===== src/rtl/uart_tx_arbiter.sv =====
// rtl/uart_tx_arbiter.sv - round-robin arbiter feeding one UART TX with 32-bit words, MSB byte first
// Two word requesters share the transmitter; each grant sends up to 4 bytes and returns a done pulse.
module uart_tx_arbiter (
  input  logic        clk,
  input  logic        rst,
  input  logic        i_req0,
  input  logic [31:0] i_data0,
  input  logic [2:0]  i_num0,
  output logic        o_done0,
  input  logic        i_req1,
  input  logic [31:0] i_data1,
  input  logic [2:0]  i_num1,
  output logic        o_done1,
  output logic [7:0]  o_tx_data,
  output logic        o_tx_start,
  input  logic        i_tx_start_clear,
  input  logic        i_busy,
  output logic        o_busy,
  output logic        o_owner
);

  typedef enum logic [2:0] {
    IDLE, LOAD, WAIT_TX, SEND, WAIT_CLR, DONE
  } state_t;

  state_t      state_q, state_d;
  logic [31:0] word_q, word_d;
  logic [2:0]  num_q, num_d;
  logic [2:0]  cnt_q, cnt_d;
  logic        owner_q, owner_d;
  logic        last_q, last_d;
  logic [7:0]  tx_data_q, tx_data_d;
  logic        tx_start_q, tx_start_d;
  logic        done0_q, done0_d;
  logic        done1_q, done1_d;
  logic        busy_q, busy_d;

  logic        win;
  logic [2:0]  win_num;

  // On a tie the requester that did not finish last is favoured.
  assign win     = (i_req0 && i_req1) ? ~last_q : i_req1;
  assign win_num = win ? i_num1 : i_num0;

  always_comb begin
    state_d    = state_q;
    word_d     = word_q;
    num_d      = num_q;
    cnt_d      = cnt_q;
    owner_d    = owner_q;
    last_d     = last_q;
    tx_data_d  = tx_data_q;
    tx_start_d = tx_start_q;
    done0_d    = 1'b0;
    done1_d    = 1'b0;

    case (state_q)
      IDLE: begin
        if (i_req0 || i_req1) begin
          owner_d = win;
          word_d  = win ? i_data1 : i_data0;
          num_d   = (win_num > 3'd4) ? 3'd4 : win_num;
          cnt_d   = 3'd0;
          state_d = LOAD;
        end
      end
      LOAD: begin
        if (num_q == 3'd0)  state_d = DONE;
        else if (!i_busy)   state_d = SEND;
        else                state_d = WAIT_TX;
      end
      WAIT_TX: begin
        if (!i_busy) state_d = SEND;
      end
      SEND: begin
        case (cnt_q[1:0])
          2'd0:    tx_data_d = word_q[31:24];
          2'd1:    tx_data_d = word_q[23:16];
          2'd2:    tx_data_d = word_q[15:8];
          default: tx_data_d = word_q[7:0];
        endcase
        tx_start_d = 1'b1;
        cnt_d      = cnt_q + 3'd1;
        state_d    = WAIT_CLR;
      end
      WAIT_CLR: begin
        if (i_tx_start_clear) begin
          tx_start_d = 1'b0;
          tx_data_d  = 8'd0;
          state_d    = (cnt_q == num_q) ? DONE : WAIT_TX;
        end
      end
      DONE: begin
        done0_d = ~owner_q;
        done1_d = owner_q;
        last_d  = owner_q;
        state_d = IDLE;
      end
      default: state_d = IDLE;
    endcase

    busy_d = (state_d != IDLE);
  end

  always_ff @(posedge clk) begin
    if (rst) begin
      state_q    <= IDLE;
      word_q     <= 32'd0;
      num_q      <= 3'd0;
      cnt_q      <= 3'd0;
      owner_q    <= 1'b0;
      last_q     <= 1'b1;
      tx_data_q  <= 8'd0;
      tx_start_q <= 1'b0;
      done0_q    <= 1'b0;
      done1_q    <= 1'b0;
      busy_q     <= 1'b0;
    end else begin
      state_q    <= state_d;
      word_q     <= word_d;
      num_q      <= num_d;
      cnt_q      <= cnt_d;
      owner_q    <= owner_d;
      last_q     <= last_d;
      tx_data_q  <= tx_data_d;
      tx_start_q <= tx_start_d;
      done0_q    <= done0_d;
      done1_q    <= done1_d;
      busy_q     <= busy_d;
    end
  end

  assign o_tx_data  = tx_data_q;
  assign o_tx_start = tx_start_q;
  assign o_done0    = done0_q;
  assign o_done1    = done1_q;
  assign o_busy     = busy_q;
  assign o_owner    = owner_q;

endmodule


===== config.mk =====
export PLATFORM = sky130hd
export DESIGN_NAME = uart_tx_arbiter
export DESIGN_NICKNAME = d
export VERILOG_FILES = /design/src/rtl/uart_tx_arbiter.sv
export SDC_FILE = /design/constraint.sdc
export NUM_CORES = 1
export LEC_CHECK = 0
export ABC_AREA = 1
export ABC_CLOCK_PERIOD_IN_PS = 1600
export CAP_MARGIN = 20
export CORE_MARGIN = 8
export CORE_UTILIZATION = 65
export CTS_BUF_LIST = sky130_fd_sc_hd__clkbuf_4 sky130_fd_sc_hd__clkbuf_8
export CTS_CLUSTER_DIAMETER = 30
export DETAILED_ROUTE_END_ITERATION = 7
export DONT_BUFFER_PORTS = 1
export HOLD_SLACK_MARGIN = 0.08
export PLACE_DENSITY = 0.82
export SLEW_MARGIN = 20
export SYNTH_ARGS = -nofsm -noshare
export SYNTH_HDL_FRONTEND = slang
export SYNTH_SLANG_ARGS = --single-unit

===== constraint.sdc =====
create_clock -name clk -period 1.6 [get_ports clk]
set_input_delay 0 -clock clk [delete_from_list [all_inputs] [get_ports clk]]
set_output_delay 0 -clock clk [all_outputs]
set_load 0.02 [all_outputs]

==> out/qor.csv, run 1 <==
stage,metric,value,unit
status,status,finished clean,
timing,hold_ws,0.1100,ns
critical_path,r2r_start,state_q[2]$_SDFF_PP0_,
routing,drt_pass1_iterations,6,
routing,drc,0,
routing,post_drt_wl_per_cell,19.63,microns
clock_network,cts_tree,done,
synth,synth-seq-cells,55,
critical_path,crit_chain,"inv_2, nor3_4, buf_6, nand3_1, a21oi_2, dlygate4sd3_1",
critical_path,endpoint_kind,flop,
critical_path,reg2reg_depth,6,
synth,synth_top_area_share,41.28,%
cells_and_area,layout-drive-gt1-share,7.809,%
clock_network,clkSinkCount,55,
timing,finClkSkew,0.003159,ns
critical_path,worstSetupPathType,reg -> reg,
cells_and_area,final_util,90.45,%
clock_network,clockBufferDepth,2,
global_route,grt_pass1_wl,15060,microns
clock_network,htreeDepth,2,
critical_path,critPathBufInv,3,
global_route,grt_max_degree,51,
clock_network,cts_root_buffer,clkbuf_8,
synth,synth_compound_area_share,21.34,%
critical_path,crit_start,state_q[2]$_SDFF_PP0_,
cells_and_area,final_cells,513,
critical_path,reg2reg_to,state_q[1]$_SDFF_PP0_,
die,fp.dieH,80.06,microns
cells_and_area,fillers,173,
place,hpwl,4847,microns
timing,setup_ws,0.004136,ns
worst_hold_path,hold_start,i_req0,
critical_path,slowest_stage,dlygate4sd3_1,
place,port_buffers,0,
clock_network,cts_made_buffers,5,
critical_path,regToRegSetupSlack,0.004,ns
cells_and_area,layout_commonest_cell,nand2_1,
timing,period_minus_slack,1.596,ns
timing,setup_viol,0,
synth,netlist_top_cells_area,"dfxtp_1 (41%), nand2_1 (13%), a21oi_1 (11%)",
routing,avgViaCountPerCell,6.097,
cells_and_area,area_growth_syn_to_layout,34.66,%
die,start_util,67.17,%
synth,syn_area_per_cell,6.770,sq um
timing,drv_slew,0,
synth,synthSimpleGateAreaFrac,26.88,%
critical_path,cpPeakStageDelay,0.56,ns
pwr,p_leak,1.418,nW
run,maxCapViolCount,0,
global_route,first_global_vias,3096,
cells_and_area,final_cell_mix,"nand2_1 (93), dlygate4sd3_1 (77), nor2_1 (70), a21oi_1 (54), dfxtp_1 (51)",
die,io_pins,89,
global_route,gr-total-overflow,0,
clock_network,clk_pin_slew,0.09,ns
worst_hold_path,worstHoldEndpoint,o_owner$_SDFFE_PP0P_,
place,dp_cells,425,
timing,max_slew.worst_pin.slew,0.3957,ns
timing,post-route-period-util,99.74,%
critical_path,worstPathRequired,1.85,ns
timing,slew-limit-headroom,73.62,%
critical_path,critPathLaunchType,flop,
synth,seq_area_frac_synth,41.28,%
synth,ys_warn_count,0,
pwr,powerDensity,1420,mW/mm^2
synth,synth_xor_area_share,0.6567,%
worst_hold_path,hold_class,in -> reg,
synth,synth_fa_ha_area_share,2.345,%
critical_path,critPathTopFamily,buffers and inverters,
die,core,0.003971,sq mm
routing,dr.first_iter.drc_count,293,
worst_hold_path,worstHoldPathCells,4,
synth,synth_fp_nets,475,
synth,syn-cell-area,0.002668,sq mm
global_route,antenna_found_initial,1,
timing,rsz0062_at_grt,true,
clock_network,clock_latency,0.31,ns
global_route,grtUsageTotal,30.07,%
place,pre_cts_slack,0.07163,ns
synth,yosys.area.top_type,dfxtp_1,
die,rows,23,
pwr,power,5.100,mW
synth,synth_cells,394,
routing,wirelength,10070,microns
critical_path,crit_arrival,1.85,ns
die,fp.dieArea,0.006410,sq mm
synth,ys_types,26,
routing,dr_total_vias,3128,
timing,finalHoldViolations,0,
cells_and_area,final_nets,542,
pwr,ir_drop,936.9,uV
routing,ant_nets,0,
synth,synth_top_family_by_area,simple AND/OR/NAND/NOR gates,
critical_path,path_max_fanout,6,
timing,fmax,0.6266,GHz
die,die_w,80.06,microns
synth,yosys-mux-area-fraction,0,%
place,gp_congestion,0.8857,
==> registers in the layout, indices dropped and copies added (netlist names) <==
signal,cells
state_q,3
last_q,1
num_q,3
o_tx_data,8
o_done0,1
cnt_q,3
o_busy,1
word_q,32
o_owner,1
o_done1,1
o_tx_start,1
==> cell type report <==
cell class	count	area (sq um)	share of cell area, %
inverters	18	72.57	2.020
diodes	2	5.005	0.1393
flip-flops and latches	55	1111	30.93
multi-input cells	297	1401	39.01
clock buffers	6	82.58	2.299
repair buffers	84	852.1	23.72
well taps	50	62.56	1.742
clock inverters	1	5.005	0.1393
==> worst max-delay path by stage <==
stage	to	slack, ns	cells past startpoint
global route	state_q[1]$_SDFF_PP0_	-0.05	6
detailed placement	o_tx_data[5]$_SDFFE_PP0P_	0.07	6
floorplan	o_tx_data[0]$_SDFFE_PP0P_	0.28	7
finish	state_q[1]$_SDFF_PP0_	0.004	6
CTS	state_q[1]$_SDFF_PP0_	0.04	7
global placement	o_tx_data[4]$_SDFFE_PP0P_	0.1	4
==> what timing repair did <==
action | CTS | global route
setup buffers | 0 | 1
endpoints found under the setup margin | 0 | 13
endpoints found under the hold margin | 55 | 0
gates resized for setup | 0 | 20
hold buffers | 78 | 0
==> worst min-delay path: cells and delay by family <==
kind	cells	cell delay [ns]
AO/OA/AOI/OAI	2	0.19
AND/OR/NAND/NOR	2	0.20
==> per-stage QoR <==
stage	cell area (sq um)	setup TNS, ns
final	3592	0
after global routing	3590	-0.08094
after CTS	3528	0
after detailed placement	2650	0
after global placement	2650	0
after floorplan	2668	0
==> synthesized netlist by cell type, drive strengths merged <==
cell type  instances
a211oi             1
a21boi             1
a21oi             56
a31oi              9
buf               13
clkbuf            11
dfxtp             55
ha                 5
inv               18
nand2             94
nand3              9
nand4              1
nor2              72
nor3               4
o21ai             42
o31ai              1
xnor2              1
xor2               1
==> cell families after synthesis <==
group / after synthesis
buffers and inverters: 42
flip-flops: 55
XOR/XNOR: 2
AO/OA/AOI/OAI: 110
AND/OR/NAND/NOR: 180
adder cells (fa/ha/maj): 5
==> per-layer routing <==
layer,up-vias,wire [microns],GRT usage [%]
li1,1429,-,-
met1,1384,3537,32.14
met2,250,4884,51.33
met3,65,1044,9.040
met4,0,603,17.45
met5,-,0,0
==> power by group <==
| part | internal (mW) | total (mW) | switching, mW | leakage, nW |
|---|---|---|---|---|
| Clock | 0.341 | 0.790 | 0.449 | 0.0471 |
| Sequential | 1.75 | 2.08 | 0.330 | 0.453 |
| Combinational | 0.853 | 2.23 | 1.38 | 0.918 |
(Power assumes the default switching activity.)
==> run 2, diff against run 1 <==
- ABC_AREA: 1 -> unset
- ABC_CLOCK_PERIOD_IN_PS: 1600 -> 1680
- clock period: 1.6 -> 1.68 ns (I/O delays scaled with it)
==> run 2 against run 1 <==
  * The run now ends with setup timing left
  * Synthesized cell count fell by 24%
  * Sequential cell count did not move
  * Largest cell class unchanged
  * Worst hold slack about the same
  * Die area up 9.1%
  * Combinational power is 28% higher
  * First-iteration DRC count grew 54%
  * Setup slack got worse by 0.070 ns
  * Clock skew is 0.0049 ns higher
  * Highest routed layer unchanged
==> out/qor.csv, run 2 <==
stage,metric,value,unit
die,core,0.004384,sq mm
status,violations,setup timing,
critical_path,worstPathRequired,1.91,ns
synth,ys_types,42,
synth,syn_area_per_cell,9.872,sq um
place,port_buffers,0,
timing,slew-limit-headroom,52.54,%
cells_and_area,layout-drive-gt1-share,15.89,%
routing,dr_total_vias,2999,
global_route,grt_pass1_wl,15170,microns
clock_network,clkSinkCount,55,
timing,setup_viol,1,
global_route,grtUsageTotal,26.39,%
clock_network,clk_pin_slew,0.11,ns
synth,synthArstFlopShare,0,%
timing,setup_ws,-0.06630,ns
pwr,p_leak,1.354,nW
cells_and_area,layout_commonest_cell,dlygate4sd3_1,
routing,avgViaCountPerCell,7.140,
cells_and_area,final_cells,420,
synth,yosys.area.top_type,dfxtp_1,
critical_path,endpoint_kind,flop,
place,dp_cells,332,
die,fp.dieH,83.62,microns
synth,synth-seq-cells,55,
pwr,ir_drop,1152,uV
clock_network,clock_latency,0.32,ns
synth,synthTopCellsByCount,"a21oi_1 (57), dfxtp_1 (55), mux2i_1 (34)",
clock_network,cts_tree,done,
clock_network,htreeDepth,2,
cells_and_area,largest_register_ffs,32,
synth,seq_area_frac_synth,37.05,%
critical_path,path_max_fanout,16,
synth,synth_fp_nets,382,
routing,wirelength,10600,microns
timing,period_minus_slack,1.746,ns
synth,ys_warn_count,0,
routing,dr.first_iter.drc_count,452,
timing,post-route-period-util,103.9,%
synth,synth_cells,301,
cells_and_area,final_cell_mix,"dlygate4sd3_1 (75), a21oi_1 (57), dfxtp_1 (55), mux2i_1 (34), a211oi_2 (28)",
synth,synth_edf_count,0,
run,maxCapViolCount,0,
timing,max_slew.worst_pin.slew,0.7119,ns
synth,synthFlopType,dfxtp_1,
timing,finClkSkew,0.008092,ns
cells_and_area,multi_input_area,0.001643,sq mm
place,placedInstanceArea,0.002984,sq mm
routing,ant_nets,0,
cells_and_area,stdcell_area,0.003884,sq mm
critical_path,crit_arrival,1.97,ns
routing,drc,0,
cells_and_area,area_growth_syn_to_layout,30.69,%
timing,hold_ws,0.1098,ns
pwr,power,5.895,mW
cells_and_area,final_nets,445,
clock_network,clockBufferDepth,2,
die,io_pins,89,
cells_and_area,top_register,word_q,
timing,finalHoldViolations,0,
synth,netlist_top_cells_area,"dfxtp_1 (37%), a211oi_2 (12%), mux2i_1 (11%)",
worst_hold_path,hold_class,in -> reg,
global_route,antenna_found_initial,2,
global_route,grt_max_degree,52,
synth,syn-cell-area,0.002972,sq mm
pwr,powerDensity,1518,mW/mm^2
critical_path,worstSetupPathType,reg -> reg,
place,hpwl,5112,microns
place,gp_congestion,0.8400,
cells_and_area,fillers,176,
clock_network,cts_made_buffers,5,
synth,synth_top_area_share,37.05,%
die,start_util,67.78,%
global_route,gr-total-overflow,0,
die,rows,24,
global_route,first_global_vias,2980,
status,status,finished with violations,
die,die_w,83.62,microns
cells_and_area,seqCellArea,0.001101,sq mm
synth,yosys.cell_count.top_type,a21oi_1,
routing,post_drt_wl_per_cell,25.25,microns
routing,drt_pass1_iterations,6,
die,fp.dieArea,0.006991,sq mm
clock_network,cts_root_buffer,clkbuf_8,
timing,fmax,0.5726,GHz
critical_path,critPathLaunchType,flop,
timing,drv_slew,0,
## run 2: cell families (layout without fill, tap and decap cells)
logic type / count (synthesis) / after routing / synth area share (%)
AND/OR/NAND/NOR: 40 / 40 / 9.138
multiplexers: 34 / 34 / 11.45
XOR/XNOR: 4 / 4 / 1.179
adder cells (fa/ha/maj): 5 / 5 / 2.105
flip-flops: 55 / 55 / 37.05
buffers and inverters: 43 / 107 / 8.168
AO/OA/AOI/OAI: 120 / 120 / 30.91
other: 0 / 3 / 0
## run 2: worst paths after layout
path / end / slack (ns) / cells after the start / from
min reg2reg: word_q[7]$_SDFFE_PP0P_ / 0.57 / 2 / word_q[7]$_SDFFE_PP0P_
min: num_q[0]$_SDFFE_PP0P_ / 0.11 / 3 / i_req0
max: o_tx_data[0]$_SDFFE_PP0P_ / -0.07 / 4 / cnt_q[0]$_SDFFE_PP0P_
max reg2reg: o_tx_data[0]$_SDFFE_PP0P_ / -0.07 / 4 / cnt_q[0]$_SDFFE_PP0P_
## run 2: worst max-delay path, stage by stage, from the launching register on
cell and delay, ns:
dfxtp_1 0.48, ha_2 0.43, a21oi_1 0.10, a221o_1 0.36, a21oi_1 0.27
## run 2: repair_timing
action                                  4_1_cts  5_1_grt
resized for setup                             0        3
buffers inserted                              0        1
hold buffers                                 75        1
hold endpoints to repair                     55        1
endpoints found under the setup margin        0        9
## run 2: power by group
group | internal (mW) | total (mW) | switching [mW]
Clock | 0.338 | 0.796 | 0.459
Combinational | 1.23 | 2.85 | 1.62
Sequential | 1.77 | 2.25 | 0.481
## run 2: final cells by class
cell class	count	area share (%)
Inverter	12	1.160
Sequential cell	55	28.35
Multi-Input combinational cell	203	42.30
Antenna cell	3	0.1933
Clock inverter	2	0.4188
Tap cell	52	1.675
Timing Repair Buffer	87	23.78
Clock buffer	6	2.126
## run 2: layer usage
metal | global-route usage (%) | part of all wire (%) | vias to the layer above
met5 | 0 | 0 | -
met4 | 14.44 | 6.2 | 0
met3 | 6.641 | 9.6 | 72
met2 | 45.61 | 47 | 268
met1 | 28.63 | 37 | 1403
li1 | - | - | 1256
## run 2: metrics by stage
stage	utilization, %	setup TNS, ns	worst slack (ns)
global route	88.58	-0.2203	-0.1422
detailed placement	68.07	0	0.1006
CTS	87.84	0	0.05556
finish	88.58	-0.06630	-0.06630
floorplan	-	0	0.1644
global placement	68.07	0	0.1755
